## config.mk

```make
export PLATFORM = sky130hd
export DESIGN_NAME = alu_muldiv
export DESIGN_NICKNAME = d
export VERILOG_FILES = /design/src/rtl/alu_muldiv.sv
export SDC_FILE = /design/constraint.sdc
export NUM_CORES = 1
export LEC_CHECK = 0
export CORE_UTILIZATION = 45
export DETAILED_ROUTE_END_ITERATION = 10
export SYNTH_ARGS = -nofsm -noshare
export SYNTH_HDL_FRONTEND = slang
export SYNTH_SLANG_ARGS = --single-unit
```

## constraint.sdc

```tcl
create_clock -name clk -period 16.8 [get_ports clk]
set_clock_uncertainty 0.05 [all_clocks]
set_input_delay 3.36 -clock clk [delete_from_list [all_inputs] [get_ports clk]]
set_output_delay 3.36 -clock clk [all_outputs]
set_load 0.01 [all_outputs]
```

## src/rtl/alu_muldiv.sv

```systemverilog
// Single-cycle ALU with iterative unsigned multiply/divide sharing one
// 2*WIDTH-bit work register; results land in y and, for MULTU/DIVU, in HI/LO.
module alu_muldiv #(
    parameter int WIDTH = 32,
    parameter int CNTW  = $clog2(WIDTH) + 1
) (
    input  logic             clk,
    input  logic             reset,
    input  logic             start,
    input  logic [WIDTH-1:0] a,
    input  logic [WIDTH-1:0] b,
    input  logic [3:0]       f,
    output logic [WIDTH-1:0] y,
    output logic             zero,
    output logic             overflow,
    output logic             done,
    output logic             busy
);

    localparam logic [1:0] S_IDLE = 2'd0;
    localparam logic [1:0] S_MUL  = 2'd1;
    localparam logic [1:0] S_DIV  = 2'd2;

    localparam logic [3:0] F_AND   = 4'b0000;
    localparam logic [3:0] F_OR    = 4'b0001;
    localparam logic [3:0] F_ADD   = 4'b0010;
    localparam logic [3:0] F_SUB   = 4'b0110;
    localparam logic [3:0] F_SLT   = 4'b0111;
    localparam logic [3:0] F_SLTU  = 4'b1111;
    localparam logic [3:0] F_MULTU = 4'b1000;
    localparam logic [3:0] F_DIVU  = 4'b1001;
    localparam logic [3:0] F_MFHI  = 4'b1010;
    localparam logic [3:0] F_MFLO  = 4'b1011;

    localparam logic [CNTW-1:0] LAST = CNTW'(WIDTH - 1);

    logic [1:0]         state_q, state_d;
    logic [CNTW-1:0]    cnt_q, cnt_d;
    logic [2*WIDTH-1:0] work_q, work_d;
    logic [WIDTH-1:0]   opd_q, opd_d;
    logic [WIDTH-1:0]   hi_q, hi_d;
    logic [WIDTH-1:0]   lo_q, lo_d;
    logic [WIDTH-1:0]   y_q, y_d;
    logic               zero_q, zero_d;
    logic               ovf_q, ovf_d;
    logic               done_q, done_d;
    logic               busy_q, busy_d;

    logic               is_sub;
    logic [WIDTH-1:0]   b_eff;
    logic [WIDTH-1:0]   sum;
    logic               ovf_c;
    logic               slt;
    logic               sltu;
    logic [WIDTH-1:0]   alu_y;
    logic               alu_ovf;

    logic [WIDTH:0]     mul_sum;
    logic [2*WIDTH-1:0] mul_nxt;
    logic [WIDTH:0]     div_sh;
    logic [WIDTH:0]     div_df;
    logic [2*WIDTH-1:0] div_nxt;
    logic [2*WIDTH-1:0] work_nxt;

    assign is_sub = (f == F_SUB) || (f == F_SLT) || (f == F_SLTU);
    assign b_eff  = is_sub ? ~b : b;
    assign sum    = a + b_eff + {{(WIDTH-1){1'b0}}, is_sub};
    assign ovf_c  = (a[WIDTH-1] == b_eff[WIDTH-1]) &&
                    (sum[WIDTH-1] != a[WIDTH-1]);

    // Differing signs decide the compare outright, so overflow never matters.
    assign slt  = (a[WIDTH-1] != b[WIDTH-1]) ? a[WIDTH-1] : sum[WIDTH-1];
    assign sltu = (a[WIDTH-1] != b[WIDTH-1]) ? b[WIDTH-1] : sum[WIDTH-1];

    always_comb begin
        alu_y   = '0;
        alu_ovf = 1'b0;
        case (f)
            F_AND:  alu_y = a & b;
            F_OR:   alu_y = a | b;
            F_ADD,
            F_SUB: begin
                alu_y   = sum;
                alu_ovf = ovf_c;
            end
            F_SLT:  alu_y = {{(WIDTH-1){1'b0}}, slt};
            F_SLTU: alu_y = {{(WIDTH-1){1'b0}}, sltu};
            F_MFHI: alu_y = hi_q;
            F_MFLO: alu_y = lo_q;
            default: alu_y = '0;
        endcase
    end

    // Multiply: {acc, multiplier} shifts right, adding multiplicand on lsb.
    assign mul_sum = {1'b0, work_q[2*WIDTH-1:WIDTH]} +
                     (work_q[0] ? {1'b0, opd_q} : '0);
    assign mul_nxt = {mul_sum, work_q[WIDTH-1:1]};

    // Divide: {rem, dividend/quotient} shifts left, trial subtract divisor.
    assign div_sh  = {work_q[2*WIDTH-1:WIDTH], work_q[WIDTH-1]};
    assign div_df  = div_sh - {1'b0, opd_q};
    assign div_nxt = div_df[WIDTH]
                   ? {div_sh[WIDTH-1:0], work_q[WIDTH-2:0], 1'b0}
                   : {div_df[WIDTH-1:0], work_q[WIDTH-2:0], 1'b1};

    assign work_nxt = (state_q == S_MUL) ? mul_nxt : div_nxt;

    always_comb begin
        state_d = state_q;
        cnt_d   = cnt_q;
        work_d  = work_q;
        opd_d   = opd_q;
        hi_d    = hi_q;
        lo_d    = lo_q;
        y_d     = y_q;
        zero_d  = zero_q;
        ovf_d   = ovf_q;
        done_d  = 1'b0;
        busy_d  = busy_q;
        case (state_q)
            S_IDLE: begin
                if (start) begin
                    if (f == F_MULTU) begin
                        state_d = S_MUL;
                        cnt_d   = '0;
                        work_d  = {{WIDTH{1'b0}}, b};
                        opd_d   = a;
                        busy_d  = 1'b1;
                    end else if (f == F_DIVU) begin
                        state_d = S_DIV;
                        cnt_d   = '0;
                        work_d  = {{WIDTH{1'b0}}, a};
                        opd_d   = b;
                        busy_d  = 1'b1;
                    end else begin
                        y_d    = alu_y;
                        zero_d = (alu_y == '0);
                        ovf_d  = alu_ovf;
                        done_d = 1'b1;
                    end
                end
            end
            S_MUL,
            S_DIV: begin
                work_d = work_nxt;
                cnt_d  = cnt_q + CNTW'(1);
                if (cnt_q == LAST) begin
                    state_d = S_IDLE;
                    cnt_d   = '0;
                    hi_d    = work_nxt[2*WIDTH-1:WIDTH];
                    lo_d    = work_nxt[WIDTH-1:0];
                    y_d     = work_nxt[WIDTH-1:0];
                    zero_d  = (work_nxt[WIDTH-1:0] == '0);
                    ovf_d   = 1'b0;
                    done_d  = 1'b1;
                    busy_d  = 1'b0;
                end
            end
            default: begin
                state_d = S_IDLE;
                cnt_d   = '0;
                busy_d  = 1'b0;
            end
        endcase
    end

    always_ff @(posedge clk or posedge reset) begin
        if (reset) begin
            state_q <= S_IDLE;
            cnt_q   <= '0;
            work_q  <= '0;
            opd_q   <= '0;
            hi_q    <= '0;
            lo_q    <= '0;
            y_q     <= '0;
            zero_q  <= 1'b1;
            ovf_q   <= 1'b0;
            done_q  <= 1'b0;
            busy_q  <= 1'b0;
        end else begin
            state_q <= state_d;
            cnt_q   <= cnt_d;
            work_q  <= work_d;
            opd_q   <= opd_d;
            hi_q    <= hi_d;
            lo_q    <= lo_d;
            y_q     <= y_d;
            zero_q  <= zero_d;
            ovf_q   <= ovf_d;
            done_q  <= done_d;
            busy_q  <= busy_d;
        end
    end

    assign y        = y_q;
    assign zero     = zero_q;
    assign overflow = ovf_q;
    assign done     = done_q;
    assign busy     = busy_q;

endmodule

```

=== Word level (Yosys, flattened, before mapping) ===
Cells that the tools add are included.
Widths: inputs -> output; s select.

* Eq/ne operators: 20
* Reduce and logical (&&, ||, !) cells: 17
* Add/sub/neg operators: 5
* Bitwise gates (word level): 3
* Muxes and demuxes: 48

{| class="wikitable"
|+ Operators by type and width
! kind !! count
|-
| $mux 64 || 5
|-
| $mux 32 || 8
|-
| $pmux 32 s7 || 1
|-
| $pmux 64 s2 || 1
|-
| $logic_not 32->1 || 2
|-
| $pmux 32 s2 || 1
|-
| $add 32x32->33 || 1
|-
| $sub 33x32->33 || 1
|-
| $add 32x1->32 || 1
|-
| $add 32x32->32 || 1
|-
| $and 32x32->32 || 1
|-
| $not 32->32 || 1
|-
| $or 32x32->32 || 1
|-
| $mux 6 || 4
|-
| $eq 4x4->1 const B || 5
|-
| $mux 1 || 18
|-
| $pmux 6 s2 || 1
|-
| $reduce_and 3->1 || 3
|-
| $eq 4x3->1 const B || 2
|-
| $mux 2 || 4
|-
| $ne 2x2->1 const B || 4
|-
| $pmux 1 s2 || 4
|-
| $add 6x1->6 const B || 1
|-
| $eq 6x5->1 const B || 1
|-
| other kinds (16) || 21
|}

* Output and inout bits: 36
* Bits in registers: 204
* Logic and storage cells: 104
* Bits of input ports: 71

=== Longest topological paths before layout ===
Gate-level depths: netlist of run 1.

* Depth in word-level cells: 13
* Mapped depth: 18

=== Least setup slack after synthesis of run 1 ===
Ideal clock, no wire load.

* Path kind: input to register
* From: in f[3]
* To: reg zero_q, in the netlist zero
* Path buffers: 3
* Path slack: 9.518 ns
* Arrival time: 7.146 ns
* Cell stages on the path: 17
* Library setup time: 0.086 ns
* Cells stage by stage: buf_2 > a21o_1 > clkbuf_1 > clkbuf_1 > xnor2_1 > ha_1 > a21o_1 > a31o_1 > and2_4 > or3_4 > xnor2_1 > o221ai_1 > or4_1 > or4_1 > nor4_2 > nand4_1 > o31ai_2

* Word-level cells in the longest chain between the ends: 13
* Elaborated cells between the ends (all ways): 27
* Those cells by class: add/sub (2); eq/ne (11); mux (8); reduce/logical (6)

{| class="wikitable"
|+ RTL lines
! what !! line !! source
|-
| from (decl) || 12 || <nowiki>input logic [3:0] f,</nowiki>
|-
| $eq 4x3->1 || 65, 78 ||
|-
| $logic_or 1x1->1 (2 in series) || 65 || <nowiki>assign is_sub = (f == F_SUB) || (f == F_SLT) || (f == F_SLTU);</nowiki>
|-
| $mux 32 || 66 || <nowiki>assign b_eff = is_sub ? ~b : b;</nowiki>
|-
| $add 32x32->32 || 67 || <nowiki>assign sum = a + b_eff + {{(WIDTH-1){1'b0}}, is_sub};</nowiki>
|-
| $add 32x1->32 || 67 ||
|-
| $mux 1, on equally long branches || 73, 72 ||
|-
| $pmux 32 s7 || 78 || <nowiki>case (f)</nowiki>
|-
| $logic_not 32->1 || 137 || <nowiki>zero_d = (alu_y == '0);</nowiki>
|-
| $mux 1 || 129 || <nowiki>end else if (f == F_DIVU) begin</nowiki>
|-
| $mux 1 || 123 || <nowiki>if (f == F_MULTU) begin</nowiki>
|-
| $mux 1 || 122 || <nowiki>if (start) begin</nowiki>
|-
| $pmux 1 s2 || 120 || <nowiki>case (state_q)</nowiki>
|-
| to (signal assigned) || 188 || <nowiki>zero_q <= zero_d;</nowiki>
|-
| to (decl) || 44 || <nowiki>logic zero_q, zero_d;</nowiki>
|}

Several ways; a longest one is shown, not always the timed one. The select of a mux whose other input is x is not followed.
A chain may end at the register's enable or synchronous reset.

=== Worst setup path in the final report of run 1 ===
Same ends and word-level chain as after synthesis.

==> metrics.md, run 1 <==
| Metric | Value |
|---|---|
| Run status | finished clean |
| Largest net degree at the start of global routing | 91 |
| Die height | slightly below 200 um |
| Iteration-0 DRC Markers | 1129 |
| Die width | 194 um |
| Nets | 2215 |
| Grt ovf | 0 |
| Top_reg_cell synth | dfrtp_1 |
| Synth top area share | between 30% and 40% |
| Endpoints failing hold | 0 |
| Initial antenna violation count | 5 |
| Skew-Pair Late Insertion Delay | ~0.55 ns |
| Row count | between 60 and 70 |
| Slowest stage cell, crit path | a21o_2 |
| Core ar. | between 0.03 and 0.04 sq mm |
| Synth top area cells | dfrtp_1 (31%), o21ai_0 (8.8%), ha_1 (7.8%) |
| Final worst-path cycle share | about 47% |
| Critical-path cell list | clkdlybuf4s50_1 -> a21o_2 -> xnor2_1 -> inv_1 -> fa_1 -> nand2b_1 -> a21oi_1 -> or2_2 -> xnor2_1 -> o221ai_1 -> a2111oi_0 -> nand4b_1 -> or4_1 -> nor4_2 -> nand4_1 -> o31ai_2 |
| CTS Hold Bufs | 0 |
| Yosys top cell by area | dfrtp_1 |
| Area Growth Syn to Fin | 13.4% |
| Die Area | 0.0376 sq mm |
| Initial DRT Pass Iterations | 6 |
| Clock-pin slew on the worst setup and hold paths | approximately 0.06 ns |
| # IOs | 107 |
| Ant. Diodes | 0 |
| H-tree depth | 1 |
| Sink Count | 204 |
| Hold_ws | 0.428 ns |
| Max-cap viol count | 0 |
| Via count | 15100 |
| Critical path peak fanout | 31 |
| Post-CTS setup buffer count | 0 |
| Total GRT Usage | ~30% |
| Avg Inst Size Synth | 8.27 sq um |
| Root buf cell | clkbuf_16 |
| Slowest stage delay, CP | roughly 0.86 ns |
| Cells after Synth | about 2000 |
| Static Leak | 0.00820 uW |
| Peak VDD IR | 102 uV |
| CTS max path bufs | 3 |
| Register area share after synthesis | between 30 and 40% |
| Syn Std Cell Area | ~0.017 sq mm |
| Final HPWL DP | 40.9 mm |
| Global-route wire length before repair | around 86 mm |
| CP Class | input port to register |
| Crit path DAT | 8.39 ns |
| WL/cell | approximately 22 um |
| Library cells used by synthesis | 89 |
| Final max-slew violation count | 0 |
| Worst Tran Pin Value | between 1 and 1.5 ns |
| Max_slew headroom | about a quarter |
| DP Cell Count | 2472 |
| Flops & latches, synth | 204 |
| Final antenna-violating net count | 0 |
| F_max | ~130 MHz |
| Area of the multi-input gates | 0.0108 sq mm |
| Reg area | between 0.005 and 0.006 sq mm |
| # resized after CTS | 0 |
| Hold Crit Class | register to register |
| Power per cell area | 126 mW/mm^2 |
| CTS tree | built |
| Min Tclk post-route | 7.97 ns |
| Ys async rst share | 100% |
| Gpl congestion | about 0.92 |
| Share of cells above drive strength 1 | 7.39% |
| Number of enable flip-flop cells after synthesis | 0 |
| Endpoints failing setup | 0 |
| Critical Path End Type | register |
| Cell mode on critical path | xnor2_1 |
| Final Non-Filler Cells | 2517 |
| Syn nets | 2179 |
| Vias in the first global route | 14400 |
| RSZ-0062 raised after global routing | false |
| Number of I/O port buffers | 106 |
| Total Power | about 2400 uW |
| Fin Setup TNS | 0 ns |
| DRC viols | 0 |
| Fill count | 3454 |
| Via-to-Cell Ratio | 6.00 |
| Drt total wl | ~55 mm |
| TritonCTS buffer count | 25 |
| Worst EP required | 17.22 ns |
| Element type at the critical path start | input port |
| Synth warn | 0 |
| Initial core utilization | 46.1% |
## report_power, final
part / leakage (uW) / total (uW) / internal [uW] / switching, uW
clock: 0.000408 / 562 / 330 / 232
sequential: 0.00272 / 727 / 603 / 124
combinational: 0.00508 / 1080 / 432 / 645
## cell families after synthesis
group,synth area share (%)
adders and majority gates,9.06
muxes,9.50
buffers and inverters,4.18
xor gates and xnor gates,5.66
AOI/OAI and AO/OA,24.6
DFF,30.8
and+or+nand+nor,16.2
## critical path, delay by kind of cell
| kind | cells | cell delay, ns |
|---|---|---|
| xor gates and xnor gates | 2 | 0.34 |
| buffers and inverters | 2 | 0.82 |
| adders and majority gates | 1 | 0.43 |
| and+or+nand+nor | 6 | 1.48 |
| AOI/OAI and AO/OA | 5 | 1.96 |
## cell usage after synthesis (29+ instances only)
cell      instances
mux2i_1         102
a21oi_1         131
nor2_1           95
xnor2_1          78
ha_1            103
inv_1            65
nand2_1         293
o21ai_0         292
dfrtp_1         203
xor2_1           29
mux2_2           49
clkbuf_1         88
and2_1           43
a21o_1           51
## layout by cell type, fill, tap and decap left out, drive strengths merged, types with 8 or more instances in the layout
cell type	Yosys	routed
xor2	29	29
nor3	26	26
xnor2	78	78
ha	103	103
clkdlybuf4s50	0	105
inv	66	70
nand2b	13	13
clkbuf	88	28
buf	25	17
o211ai	10	10
a22o	18	18
nand4	21	21
and2	45	45
a221oi	8	8
maj3	15	15
mux2i	102	102
o21a	10	10
a21o	51	51
a211o	8	8
o31ai	11	11
and3	12	12
dfrtp	203	203
a31oi	14	14
nor2	95	95
mux2	49	49
o21ai	296	296
nand2	294	294
nand3	27	27
a21oi	132	132
o221ai	14	14
a211oi	15	15
## flip-flops by register name (all words and copies together) (netlist names)
name and count:
cnt_q 6, y 32, overflow 1, work_q 64, hi_q 32, zero 1, lo_q 32, busy 1
done 1, state_q 2, opd_q 32
## cell type report
class	instances	share of cell area (%)
clock buffer	28	3.50
clock inverter	17	1.01
sequential	204	27.2
multi-input combinational	1619	57.6
tap	461	3.07
inverter	66	1.36
timing repair buffer	122	6.26
## routing by layer
metal | track usage (%) | share of wire, %
met4 | 7.64 | 2.2
met2 | 43.9 | 42
met5 | 0 | 0.025
met1 | 44.0 | 49
met3 | 3.44 | 5.9
## worst paths after layout
path                       startpoint    endpoint  slack (ns)  depth (start not counted)
hold / removal                  y[23]       y[23]        0.43                          2
setup / recovery                 f[3]        zero        8.83                         16
hold reg to reg                 y[23]       y[23]        0.43                          2
setup reg to reg           state_q[0]        zero       12.24                         14
max in group asynchronous       reset       y[22]       11.36                          4
min in group asynchronous       reset  work_q[38]        3.25                          2
## metrics by stage
step | area, sq um | setup slack (ns) | utilization (%)
finish | 18800 | 8.83 | 52.3
global route | 18800 | 8.48 | 52.3
CTS | 18800 | 8.81 | 52.3
detailed placement | 17900 | 8.24 | 49.9
global placement | 17900 | 8.40 | 49.9
floorplan | 16600 | 7.82 | -
No activity file was read; power rests on OpenSTA's default activity.
==> inputs of run 2 (changes only) <==
Settings changed: PLACE_DENSITY set to 0.66.
Clock period 16.8 ns to 6.55 ns, I/O delays scaled along.
==> run 2 against run 1 <==
Net effect:
- design area grew 0.55%
- setup slack lost 7.9 ns
- first-iteration DRC count grew 5.1%
- final cell count grew 0.16%
- combinational power grew to 2.6 times the previous value
- non-clock buffer count grew 8
- clock power grew to 2.7 times the previous value
- wire length shrank 2.2%
- clock-buffer cell count grew 3
- largest cell class unchanged
- largest power group unchanged
==> metrics.md, run 2 (synthesized netlist as in run 1, its figures left out) <==
| Metric | Value |
|---|---|
| Run status | finished clean |
| DRC viols | 0 |
| Slowest stage cell, crit path | clkdlybuf4s50_1 |
| Commonest cells after routing, fill and taps aside | nand2_1 (293), o21ai_0 (292), dfrtp_1 (203) |
| Cell Area, Placed | about 0.018 sq mm |
| Layer with the highest usage | met2 |
| Min Tclk post-route | 5.65 ns |
| RSZ-0062 raised after global routing | false |
| Gpl congestion | 0.945 |
| Die width | 194 um |
| Final worst-path cycle share | 86.3% |
| GR Util met2 | 42.9% |
| Max FFs per register | 64 |
| Clock-pin slew on the worst setup and hold paths | 0.06 ns |
| Power per cell area | 324 mW/mm^2 |
| Endpoints failing setup | 0 |
| Fill count | 3416 |
| Die Area | 0.0376 sq mm |
| Met1 Usage GRT | 41.7% |
| Total Power | 6110 uW |
| Iteration-0 DRC Markers | between 1000 and 1500 |
| Total GRT Usage | roughly 28% |
| Sink Count | around 200 |
| TritonCTS buffer count | 24 |
| Critical-path cell list | clkdlybuf4s50_1 -> a21o_2 -> buf_4 -> buf_4 -> xnor2_1 -> ha_1 -> a21o_1 -> a21oi_1 -> nand3b_1 -> o31ai_1 -> a2111oi_0 -> nand4b_1 -> or4_1 -> nor4_2 -> nand4_1 -> o31ai_2 |
| Final instance area | about 0.019 sq mm |
| Worst Tran Pin Value | between 1 and 1.5 ns |
| Slowest stage delay, CP | 0.63 ns |
| Largest reg by FF count | work_q |
| Number of I/O port buffers | 106 |
| CTS Hold Bufs | 0 |
| Fin Setup TNS | 0 ns |
| Row count | 69 |
| Global-route wire length before repair | about 84 mm |
| Nets | 2222 |
| H-tree depth | 1 |
| Cell mode on critical path | buf_4 |
| Final core occ | 52.6% |
| CP Class | input port to register |
| # IOs | about 110 |
| Pre-CTS setup slack | 0.448 ns |
| Critical Path End Type | register |
| CTS tree | built |
| Die height | 194 um |
| Crit path DAT | between 6 and 7 ns |
| Max-cap viol count | 0 |
| Drt total wl | around 54 mm |
| Element type at the critical path start | input port |
| Vias in the first global route | ~15000 |
| CTS max path bufs | 3 |
| Largest net degree at the start of global routing | 139 |
| Initial core utilization | 46.1% |
| Post-CTS setup buffer count | 0 |
| Skew-Pair Late Insertion Delay | 0.53 ns |
| Core ar. | roughly 0.036 sq mm |
| Met3 Resource Use GR | 3.37% |
| Area of the multi-input gates | ~0.011 sq mm |
| Initial antenna violation count | 3 |
| Worst EP required | 6.95 ns |
| Share of cells above drive strength 1 | 7.57% |
| Hold Crit Class | register to register |
| Reg area | 0.00511 sq mm |
| Worst setup margin | 0.899 ns |
| F_max | 177 MHz |
| WL/cell | around 21 um |
| Area Growth Syn to Fin | 14.0% |
| Final HPWL DP | 40.4 mm |
| Peak VDD IR | 272 uV |
| Most common cell after layout, fill and taps aside | nand2_1 |
| Max_slew headroom | 25.6% |
| Static Leak | 0.00826 uW |
| Via count | 15400 |
| Final max-slew violation count | 0 |
| Endpoints failing hold | 0 |
| Initial DRT Pass Iterations | 5 |
| # resized after CTS | 0 |
| Grt ovf | 0 |
| Ant. Diodes | 0 |
| Final antenna-violating net count | 0 |
| Critical path peak fanout | 15 |
| Root buf cell | clkbuf_16 |
| Via-to-Cell Ratio | approximately 6 |
[run 2: cell types whose count changed in the layout (fill, tap and decap cells not counted), sizes merged]
cell / delta
clkbuf: +3
clkinv: -4
bufinv: +2
clkinvlp: -2
inv: -3
buf: +8
[run 2: per-layer routing]
metal,part of all wire (%),wire length [um]
met1,47,25200
met2,43,23200
met3,6.9,3720
met4,3.0,1600
met5,0.043,23
[run 2: layout make-up]
class / count / area share, %
Multi-Input combinational cell: 1619 / 57.3
Sequential cell: 204 / 27.0
Timing Repair Buffer: 130 / 6.61
Clock buffer: 31 / 3.65
Tap cell: 461 / 3.06
Inverter: 66 / 1.33
Clock inverter: 10 / 1.00
[run 2: final timing paths]
check	start	endpoint	slack, ns	cells after the start
max reg2reg	work_q[31]	work_q[50]	1.70	15
max	f[3]	zero	0.90	16
min in group asynchronous	reset	work_q[5]	1.21	3
min	y[26]	y[26]	0.43	2
min reg2reg	y[26]	y[26]	0.43	2
max in group asynchronous	reset	work_q[62]	4.46	3
[run 2: critical path: cells and delay by family]
kind / cells / cell delay (ns)
compound gates: 6 / 1.86
simple gates: 5 / 1.22
buf+inv: 3 / 1.19
fa+ha+maj: 1 / 0.32
xor+xnor: 1 / 0.13
[run 2: power breakdown]
group / internal, uW / switching, uW
Clock: 936 / 567
Combinational: 1110 / 1640
Sequential: 1550 / 308
[run 2: stage by stage]
| stage | cells | hold slack [ns] |
|---|---|---|
| after floorplan | 2002 | 0.399 |
| after global placement | 2480 | 0.410 |
| after detailed placement | 2480 | 0.416 |
| after CTS | 2521 | 0.433 |
| after global routing | 2521 | 0.448 |
| final | 2521 | 0.430 |
==> inputs of run 3 (changes only) <==
Settings changed: CTS_BUF_LIST set to sky130_fd_sc_hd__clkbuf_8, GPL_TIMING_DRIVEN set to 1.
==> run 3 against run 2 <==
Net effect:
- setup slack gained 0.027 ns
- clock-buffer cell count up 19
- fmax is 0.47% higher
- sequential power hardly changed
- combinational power about the same
- final cell count grew 0.99%
- wire length rose by 0.39%
- global-route usage rose by 0.29 points
- largest cell class unchanged
- largest power group unchanged
==> metrics.md, run 3 (synthesized netlist as in run 1, its figures left out) <==
| Metric | Value |
|---|---|
| Initial core utilization | 46.1% |
| Skew-Pair Late Insertion Delay | approximately 0.58 ns |
| Number of I/O port buffers | 106 |
| Die Area | 0.0376 sq mm |
| Met3 Resource Use GR | 3.67% |
| Via count | 15500 |
| Worst EP required | 7.00 ns |
| RSZ-0062 raised after global routing | false |
| Core ar. | between 0.03 and 0.04 sq mm |
| Vias in the first global route | 14700 |
| Power per cell area | 315 mW/mm^2 |
| Die height | 194 um |
| F_max | ~180 MHz |
| Peak VDD IR | 175 uV |
| TritonCTS buffer count | 38 |
| Endpoints failing hold | 0 |
| Max FFs per register | 64 |
| Crit path DAT | 6.07 ns |
| Via-to-Cell Ratio | 6.08 |
| Gpl congestion | 0.945 |
| CP Class | input port to register |
| CTS tree | built |
| Global-route wire length before repair | 84.6 mm |
| Total Power | 5930 uW |
| Endpoints failing setup | 0 |
| H-tree depth | 2 |
| Run status | finished clean |
| CTS max path bufs | 3 |
| Share of cells above drive strength 1 | 8.49% |
| Initial DRT Pass Iterations | 5 |
| Critical path peak fanout | 15 |
| Met1 Usage GRT | 41.7% |
| Largest net degree at the start of global routing | 139 |
| Ant. Diodes | 0 |
| Max_slew headroom | 27.0% |
| Final antenna-violating net count | 0 |
| Largest reg by FF count | work_q |
| WL/cell | 21.2 um |
| GR Util met2 | 43.0% |
| Final worst-path cycle share | between 80 and 90% |
| Grt ovf | 0 |
| Element type at the critical path start | input port |
| Hold Crit Class | register to register |
| Static Leak | ~0.0083 uW |
| Most common cell after layout, fill and taps aside | nand2_1 |
| Final HPWL DP | about 40 mm |
| Final max-slew violation count | 0 |
| Iteration-0 DRC Markers | about 1300 |
| Fill count | roughly 3500 |
| Post-CTS setup buffer count | 0 |
| Commonest cells after routing, fill and taps aside | nand2_1 (293), o21ai_0 (292), dfrtp_1 (203) |
| Max-cap viol count | 0 |
| Fin Setup TNS | 0 ns |
| Initial antenna violation count | 0 |
| Worst Tran Pin Value | 1.10 ns |
| CTS Hold Bufs | 0 |
| Die width | slightly below 200 um |
| Min Tclk post-route | 5.62 ns |
| Area Growth Syn to Fin | 13.5% |
| # resized after CTS | 0 |
| Nets | between 2000 and 2500 |
| # IOs | 107 |
| Total GRT Usage | between 20% and 30% |
| Clock-pin slew on the worst setup and hold paths | roughly 0.070 ns |
| Sink Count | 204 |
| Critical Path End Type | register |
| Row count | 69 |
| DRC viols | 0 |
| Layer with the highest usage | met2 |
| Root buf cell | clkbuf_8 |
| Drt total wl | 54.0 mm |
[run 3: changes by cell type in the layout (fill, tap and decap cells not counted), sizes merged]
cell      before  now
inv           67   73
clkinv         2    7
clkinvlp       2    1
clkbuf        31   50
bufinv         5    1
[run 3: worst max-delay path: stages]
cell and delay, ns:
clkdlybuf4s50_1 0.63, a21o_2 0.49, buf_4 0.34, buf_4 0.22
xnor2_1 0.13, ha_1 0.32, a21o_1 0.18, a21oi_1 0.22
nand3b_1 0.14, o31ai_1 0.16, a2111oi_0 0.61, nand4b_1 0.23
or4_1 0.58, nor4_2 0.15, nand4_1 0.14, o31ai_2 0.20
[run 3: layout make-up]
type	instances	area, sq um	share of cell area [%]
clock buffer	50	688	3.66
clock inverter	16	105	0.559
inverter	66	251	1.34
multi-input combinational	1619	10800	57.6
sequential	204	5110	27.2
tap	461	577	3.07
timing repair buffer	130	1250	6.64
[run 3: report_power, final]
part / switching (uW) / total, uW / internal (uW)
combinational: 1650 / 2760 / 1110
sequential: 307 / 1850 / 1550
clock: 590 / 1320 / 725
[run 3: through the flow]
step / util, % / std cells / worst slack, ns / hold WS, ns / cell area [sq um]
3_3_place_gp: 50.1 / 2480 / 0.555 / 0.410 / 18000
3_5_place_dp: 50.1 / 2480 / 0.448 / 0.416 / 18000
2_1_floorplan: - / 2002 / 1.32 / 0.399 / 16600
6_report: 52.3 / 2546 / 0.925 / 0.429 / 18800
4_1_cts: 52.3 / 2546 / 1.04 / 0.432 / 18800
5_1_grt: 52.3 / 2546 / 0.685 / 0.446 / 18800
[run 3: per-layer routing]
| layer | wire length, um | part of all wire (%) |
|---|---|---|
| met5 | 0 | 0 |
| met4 | 1740 | 3.2 |
| met1 | 25500 | 47 |
| met3 | 3560 | 6.6 |
| met2 | 23200 | 43 |
[run 3: worst paths after layout]
path | startpoint | endpoint | slack (ns) | cells after the start
setup / recovery | f[3] | zero | 0.93 | 16
hold / removal | lo_q[8] | lo_q[8] | 0.43 | 2
setup reg to reg | work_q[31] | hi_q[18] | 1.73 | 15
hold reg to reg | lo_q[8] | lo_q[8] | 0.43 | 2
max in group asynchronous | reset | work_q[62] | 4.47 | 3
min in group asynchronous | reset | work_q[5] | 1.16 | 3
